$ cat src/rtl/cam_pkg.sv
// Shared types and helpers for the parametrised CAM and the logic that drives it.
// Operation codes are used by the controller and the bench to name requests.
package cam_pkg;

   typedef enum logic [2:0] {
      CAM_NONE,
      CAM_READ,
      CAM_WRITE,
      CAM_INVAL,
      CAM_SEARCH
   } cam_op_e;

   // Index width for n entries, never narrower than one bit.
   function automatic int clog2_min1(input int n);
      return (n <= 2) ? 1 : $clog2(n);
   endfunction

endpackage

$ cat src/rtl/cam_prio_enc.sv
// Match-vector priority encoder: lowest set index, any-set flag and two-or-more flag.
// Purely combinational; the CAM registers its outputs.
module cam_prio_enc #(
   parameter int N          = 32,
   parameter int ADDR_WIDTH = 5
) (
   input  logic [N-1:0]          match,
   output logic [ADDR_WIDTH-1:0] index,
   output logic                  any,
   output logic                  multi
);

   always_comb begin
      index = '0;
      any   = 1'b0;
      multi = 1'b0;
      // Walk downwards so the last assignment is the lowest matching index.
      for (int i = N - 1; i >= 0; i--) begin
         if (match[i]) index = ADDR_WIDTH'(i);
      end
      for (int i = 0; i < N; i++) begin
         if (match[i]) begin
            if (any) multi = 1'b1;
            any = 1'b1;
         end
      end
   end

endmodule

$ cat src/rtl/cam_param.sv
// Parametrised CAM with per-entry valid bits, masked search and registered results.
// Reads and searches observe the contents as they were before this cycle's updates.
module cam_param
   import cam_pkg::*;
#(
   parameter int DATA_WIDTH = 32,
   parameter int DEPTH      = 32,
   parameter int ADDR_WIDTH = clog2_min1(DEPTH)
) (
   input  logic                  clk_i,
   input  logic                  rst_i,
   input  logic                  read_enable_i,
   input  logic [ADDR_WIDTH-1:0] read_index_i,
   input  logic                  write_enable_i,
   input  logic [ADDR_WIDTH-1:0] write_index_i,
   input  logic [DATA_WIDTH-1:0] write_data_i,
   input  logic                  invalidate_enable_i,
   input  logic [ADDR_WIDTH-1:0] invalidate_index_i,
   input  logic                  search_enable_i,
   input  logic [DATA_WIDTH-1:0] search_data_i,
   input  logic [DATA_WIDTH-1:0] search_mask_i,
   output logic                  read_valid_o,
   output logic [DATA_WIDTH-1:0] read_value_o,
   output logic                  search_valid_o,
   output logic                  search_hit_o,
   output logic [ADDR_WIDTH-1:0] search_index_o,
   output logic                  search_multi_o
);

   localparam logic [ADDR_WIDTH:0] LIMIT = (ADDR_WIDTH + 1)'(DEPTH);

   logic [DATA_WIDTH-1:0] entry [DEPTH];
   logic [DEPTH-1:0]      valid;
   logic [DEPTH-1:0]      match;

   logic [ADDR_WIDTH-1:0] enc_index;
   logic                  enc_any;
   logic                  enc_multi;
   logic                  read_ok;

   // Out-of-range write/invalidate indices never equal any g, so they fall through harmlessly.
   for (genvar g = 0; g < DEPTH; g++) begin : g_entry
      logic [DATA_WIDTH-1:0] data;
      logic                  vld;

      always_ff @(posedge clk_i) begin
         if (rst_i) begin
            data <= '0;
            vld  <= 1'b0;
         end else if (write_enable_i && write_index_i == ADDR_WIDTH'(g)) begin
            data <= write_data_i;
            vld  <= 1'b1;
         end else if (invalidate_enable_i && invalidate_index_i == ADDR_WIDTH'(g)) begin
            vld  <= 1'b0;
         end
      end

      assign entry[g] = data;
      assign valid[g] = vld;
      assign match[g] = vld & (((data ^ search_data_i) & search_mask_i) == '0);
   end

   cam_prio_enc #(
      .N          (DEPTH),
      .ADDR_WIDTH (ADDR_WIDTH)
   ) u_prio_enc (
      .match (match),
      .index (enc_index),
      .any   (enc_any),
      .multi (enc_multi)
   );

   assign read_ok = read_enable_i && ({1'b0, read_index_i} < LIMIT) && valid[read_index_i];

   always_ff @(posedge clk_i) begin
      if (rst_i) begin
         read_valid_o   <= 1'b0;
         read_value_o   <= '0;
         search_valid_o <= 1'b0;
         search_hit_o   <= 1'b0;
         search_index_o <= '0;
         search_multi_o <= 1'b0;
      end else begin
         read_valid_o   <= read_ok;
         read_value_o   <= read_ok ? entry[read_index_i] : '0;
         search_valid_o <= search_enable_i;
         search_hit_o   <= search_enable_i & enc_any;
         search_index_o <= search_enable_i ? enc_index : '0;
         search_multi_o <= search_enable_i & enc_multi;
      end
   end

endmodule
$ cat config.mk
export PLATFORM = sky130hd
export DESIGN_NAME = cam_param
export DESIGN_NICKNAME = d
export VERILOG_FILES = /design/src/rtl/cam_pkg.sv /design/src/rtl/cam_prio_enc.sv /design/src/rtl/cam_param.sv
export SDC_FILE = /design/constraint.sdc
export NUM_CORES = 2
export LEC_CHECK = 0
export ABC_AREA = 1
export CAP_MARGIN = 0
export CORE_ASPECT_RATIO = 2
export CORE_UTILIZATION = 25
export CTS_BUF_LIST = sky130_fd_sc_hd__clkbuf_16
export CTS_CLUSTER_DIAMETER = 120
export DETAILED_ROUTE_END_ITERATION = 10
export DONT_BUFFER_PORTS = 1
export SLEW_MARGIN = 10
export SYNTH_ARGS = -nofsm -noshare
export SYNTH_HDL_FRONTEND = slang
export SYNTH_HIERARCHICAL = 1
export SYNTH_SLANG_ARGS = --single-unit
$ cat constraint.sdc
create_clock -name clk_i -period 4.2 [get_ports clk_i]
set_clock_uncertainty 0.15 [all_clocks]
set_input_delay 0.42 -clock clk_i [delete_from_list [all_inputs] [get_ports clk_i]]
set_output_delay 0.42 -clock clk_i [all_outputs]
set_load 0.03 [all_outputs]
Word level (Yosys, flattened, before mapping)
Index checks and enable logic that the tools add are counted.
{"block": "word_totals", "ff_bits": 1097, "latch_bits": 0, "mem_bits_rw": 0, "rom_bits": 0, "inputBits": 117, "out_inout_bits": 41, "memories": 0}
{"block": "op_classes", "add_sub_neg": 0, "mul": 0, "div": 0, "magnitude_cmp": 2, "n_eq_ne": 62, "n_shift": 0, "n_mux": 194, "n_bitwise": 101, "n_reduce_logical": 137}
{"cell": "$and 32x32->32", "n": 32}
{"cell": "$logic_not 32->1", "n": 32}
{"cell": "$xor 32x32->32", "n": 32}
{"cell": "$bmux 32 s5", "n": 1}
{"cell": "$eq 5x5->1 const B", "n": 32}
{"cell": "$mux 1", "n": 160}
{"cell": "$eq 5x4->1 const B", "n": 16}
{"cell": "$mux 5", "n": 16}
{"cell": "$logic_and 1x1->1", "n": 65}
{"cell": "$mux 32", "n": 2}
{"cell": "$reduce_bool 2->1", "n": 32}
{"cell": "$eq 5x3->1 const B", "n": 8}
{"cell": "$and 1x1->1", "n": 34}
{"cell": "$mux 4", "n": 8}
{"cell": "$eq 5x2->1 const B", "n": 4}
{"cell": "$reduce_or 18->1", "n": 1}
{"cell": "$mux 3", "n": 4}
{"cell": "$eq 5x1->1 const B", "n": 2}
{"cell": "$logic_not 5->1", "n": 2}
{"cell": "$reduce_or 10->1", "n": 1}
{"cell": "$ge 6x6->1 const B", "n": 1}
{"cell": "$lt 5x6->1 const B", "n": 1}
{"cell": "$not 5->6", "n": 1}
{"cell": "$reduce_or 6->1", "n": 1}
{"cell": "other kinds (6)", "n": 8}

Logic depth before layout (Yosys ltp)
{"block": "depth", "ltp_word": 68, "ltp_mapped": 43, "mapped_depth_nobuf": 41}

Cells and area by module
The synthesis kept the hierarchy.
{"mod": "cam_param", "n_inst": 1, "cells_each": 10461, "area_each_um2": 64549.4}
{"mod": "cam_prio_enc", "n_inst": 1, "cells_each": 147, "area_each_um2": 660.6}

Worst setup path after synthesis
Ideal clock, no wire load.
{"block": "synth_path", "path_type": "input port to flip-flop", "start": "input search_data_i[19]", "end": "register search_index_o[0]", "setup_ns": 0.066, "t_arrival_ns": 2.973, "required_time_ns": 3.984, "setup_slack_ns": 1.011, "cell_stages": 42, "path_buffers": 3, "path_cell_list": "buf_2 > inv_1 > buf_2 > buf_2 > a21oi_1 > nor2_1 > nand3_1 > nor2_1 > nand3_1 > nor2_1 > inv_1 > nand2_1 > nand2_1 > nand2_1 > nand2_1 > nand2_1 > nand2_1 > nand2_1 > [... 6 more ...] > nand2_1 > nand2_1 > nand2_1 > nand2_1 > nand2_1 > nand2_1 > nand2_1 > nand2_1 > nand2_1 > nand2_1 > nand2_1 > nand2_1 > nand2_1 > nand2_1 > nand2_1 > a21oi_2 > inv_1 > nor2_1"}
{"block": "synth_between", "word_cells_on_any_way": 160, "classes_between": "mux (31); bitwise (96); reduce/logical (33)"}
{"item": "start: declaration", "line": "cam_param.sv:20", "rtl": "input logic [DATA_WIDTH-1:0] search_data_i,"}
{"item": "$xor 32x32->32", "line": "cam_param.sv:60", "rtl": "assign match[g] = vld & (((data ^ search_data_i) & search_mask_i) == '0);"}
{"item": "$and 32x32->32", "line": "cam_param.sv:60"}
{"item": "$logic_not 32->1", "line": "cam_param.sv:60"}
{"item": "$and 1x1->1", "line": "cam_param.sv:60"}
{"item": "via match[29]", "line": "cam_param.sv:34", "rtl": "logic [DEPTH-1:0] match;"}
{"item": "$mux 5 (14 in series)", "line": "cam_prio_enc.sv:19", "rtl": "if (match[i]) index = ADDR_WIDTH'(i);"}
{"item": "$mux 4 (8 in series)", "line": "cam_prio_enc.sv:19"}
{"item": "$mux 3 (4 in series)", "line": "cam_prio_enc.sv:19"}
{"item": "$mux 2 (2 in series)", "line": "cam_prio_enc.sv:19"}
{"item": "$mux 1", "line": "cam_prio_enc.sv:19"}
{"item": "end signal: assignment", "line": "cam_param.sv:88", "rtl": "search_index_o <= search_enable_i ? enc_index : '0;"}
{"item": "end: declaration", "line": "cam_param.sv:26", "rtl": "output logic [ADDR_WIDTH-1:0] search_index_o,"}
The timed path passes the listed nets, and every way through them passes these cells.
A chain may end at the register's enable or synchronous reset.

Worst setup path in the final report
{"block": "layout_path", "start": "input read_index_i[0]", "end": "register read_value_o[31]"}
{"block": "layout_between", "elab_chain_len": 5, "word_cells_on_any_way": 9, "classes_between": "mux (5); bitwise (2); reduce/logical (2)"}
{"item": "start: declaration", "line": "cam_param.sv:13", "rtl": "input logic [ADDR_WIDTH-1:0] read_index_i,"}
{"item": "$bmux 1 s5", "line": "cam_param.sv:73", "rtl": "assign read_ok = read_enable_i && ({1'b0, read_index_i} < LIMIT) && valid[read_index_i];"}
{"item": "$mux 1 (not written as such)", "line": "cam_param.sv:73"}
{"item": "$logic_and 1x1->1", "line": "cam_param.sv:73"}
{"item": "$not 1->1 (no source line)"}
{"item": "$reduce_or 2->1 (no source line)"}
{"item": "end signal: assignment", "line": "cam_param.sv:85", "rtl": "read_value_o <= read_ok ? entry[read_index_i] : '0;"}
{"item": "end: declaration", "line": "cam_param.sv:23", "rtl": "output logic [DATA_WIDTH-1:0] read_value_o,"}
Parallel ways exist; a longest one is shown, timed or not. The select of a mux whose other input is x is not followed.

==> run metrics <==
status=finished with violations; violated checks=negative hold slack; maximum fanout along the worst path=between 200 and 250; TritonCTS buffer count=between 100 and 150; Sw Pwr=approximately 7.4 mW; Via density=between 5 and 6; Syn Nets=around 11000; DRC=0; Power Total=roughly 24 mW; final hold vios=4; WHS Path Cells=2; Final Hold Slack=-0.04824 ns; FP Rows=approximately 260; R2R depth=20; vias=72280; first-pass GRT wire length=around 460000 um; switching portion of total power=between 30% and 40%; most common cell after layout, fill and taps aside=nand2_1; WS Path Type=primary input to flip-flop; relative slew slack=about a tenth; PD cells=~330 nW/um^2; Final min period=around 4 ns; HP Class=primary input to flip-flop; number of synthesized register bits=around 1100; unrepaired setup endpoints after global routing=false; vias in the first global route=about 66000; clk root buf=clkbuf_16; worst-margin pin slew=1.350 ns; Flop pwr share=between 40% and 50%; YS warnings=6; # H-tree levels=3; top cell type by total area after synthesis=dfxtp_1; maximum clock frequency=roughly 250 MHz; Die Y=724.3 um; layout cells sized above 1=under 10%; core box area=259000 sq um; Max VDD drop=between 0.3 and 0.4 mV; Max Slew Vio Count=0; IO buf count=0; Initial Utilization=around a quarter; dpl ws=-0.7702 ns; Syn Inst Count=between 10000 and 15000; nets=between 10000 and 15000; clock buffer depth=3; clock-pin slew on the worst setup and hold paths=around 0.070 ns; io pins=about 160; Distinct cells, synth=36; R2R Path End=search_multi_o; post-synthesis sequential area ratio=between 30% and 40%; # clock sinks=between 1000 and 1500; GRT Util Overall=a little under a quarter; Setup Viol. Count Final=0; Synth area leaders=dfxtp_1 34%, a21oi_1 13%, o21ai_0 12%; die width=363.1 um; final core occ=28.21%; WL final=about 320000 um; Synth-to-Final Area Change=12.02%; CTS tree=done; final non-filler cell total=around 14000; period utilisation layout=a little over nine tenths; worst path arrival time=4.52 ns; largest net degree at the start of global routing=about 330; DP HPWL=204600 um; Post-Syn Area=65210 sq um; MaxCap Viol Count=0; DP Cell Count=between 10000 and 15000; worst path required time=roughly 4.7 ns; final RePlAce weighted congestion=just under 1; P_int=~17 mW; placed cell area=between 60000 and 70000 sq um; PnR worst setup slack=0.1334 ns; Leak Pwr=around 27 nW; Avg Inst Size Synth=~6 sq um; DRT iter0 DRCs=a little over 7000; Total Die Area=263000 sq um; CP Launch Type=primary input; setup_tns=0 ns; combinational power share=between 10% and 20%; Pre-antenna DRT Iters=9; Post-CTS Setup Inserts=0; top cell type's share of synthesized area=about 34%; Skew-Pair Late Insertion Delay=between 0.7 and 0.8 ns; worst setup path end=read_value_o[31]; most frequent cells in the layout=1891 x nand2_1, 1670 x a21oi_1, 1614 x o21ai_0, 1194 x nand3_1, 1097 x dfxtp_1; Crit. End Element=flip-flop; clock power share=around two fifths; WL/cell=~24 um; initial antenna violation count=17; R2R Setup Slk=0.25 ns; gr ovfl total=0; worst r2r src=g_entry[22].data[26]; post-route cell area=around 73000 sq um; CP startpoint=read_index_i[0]; number of routed nets with antenna violations=0
## cell families (layout without fill, tap and decap cells)
logic type                after synthesis  after routing  synth area share [%]
and+or+nand+nor                      3768           3768                 24.14
AOI/OAI and AO/OA                    3678           3678                 29.44
buffers and inverters                2021           1567                 12.15
DFF                                  1097           1097                 33.68
xor gates and xnor gates               44             44                0.5910
other                                   0              9                     0
## final cells by class
cell class | instances | area, sq um
clock buffer | 104 | 2603
sequential | 1097 | 21960
fill | 29030 | 185900
antenna | 9 | 22.52
clock inverter | 87 | 838.3
timing repair buffer | 332 | 3766
inverter | 1044 | 3954
multi-input combinational | 7490 | 35580
tap | 3458 | 4327
## registers in the layout, indices dropped and copies added, names as in the netlist
name            flops
search_index_o      5
search_valid_o      1
g_entry.data     1024
read_valid_o        1
search_hit_o        1
g_entry.vld        32
search_multi_o      1
read_value_o       32
## power by group through the flow
stage	clock network, mW	logic [mW]	registers, mW
after global placement	0	2.85	10.9
after CTS	10.3	3.38	10.6
after floorplan	0	2.35	10.9
after global routing	10.6	3.81	10.7
after detailed placement	0	3.00	10.9
final	10.2	3.57	10.6
## Yosys cell counts, drive strengths merged
cell    number
a211oi       1
a21boi       1
a21oi     1671
a221oi       1
a22oi       19
a31oi        3
buf        270
clkbuf     707
clkinv       3
dfxtp     1097
inv       1041
nand2     1915
nand3     1200
nand4       15
nor2       630
nor3         4
nor4         2
o2111a       1
o211a        1
o211ai     278
o21ai     1691
o22ai        7
o31ai        4
or2          2
xnor2       34
xor2        10
## layer usage
metal	up-vias	wire length, um	GRT usage (%)
met1	33490	111600	25.09
met3	1082	26240	4.400
met4	8	36600	23.44
li1	34260	-	-
met5	-	60	0
met2	3441	148000	38.48
## repair_timing
item                                     CTS  global route
endpoints found under the setup margin     1             2
cloned                                     1             1
hold buffers                             110             2
gates resized for setup                    0             1
endpoints found under the hold margin   1083             2
## how the worst min path moves through the flow
| stage | startpoint | to |
|---|---|---|
| global route | read_index_i[4] | read_value_o[1] |
| CTS | write_index_i[3] | g_entry[24].data[2] |
| detailed placement | g_entry[16].data[27] | g_entry[16].data[27] |
| global placement | g_entry[16].data[30] | g_entry[16].data[30] |
| finish | rst_i | g_entry[21].vld |
| floorplan | g_entry[16].data[27] | g_entry[16].data[27] |
## worst max-delay path, cell delays in order
cell	delay, ns
buf_16	0.48
buf_16	0.45
buf_16	0.56
inv_8	0.23
nand2_1	0.14
nand3_1	0.07
nand3_1	0.18
nand2_1	0.08
nand2_1	0.11
nand3_1	0.33
nand3_4	0.20
buf_4	0.30
nor2_1	0.24
No activity file was read; power rests on OpenSTA's default activity.
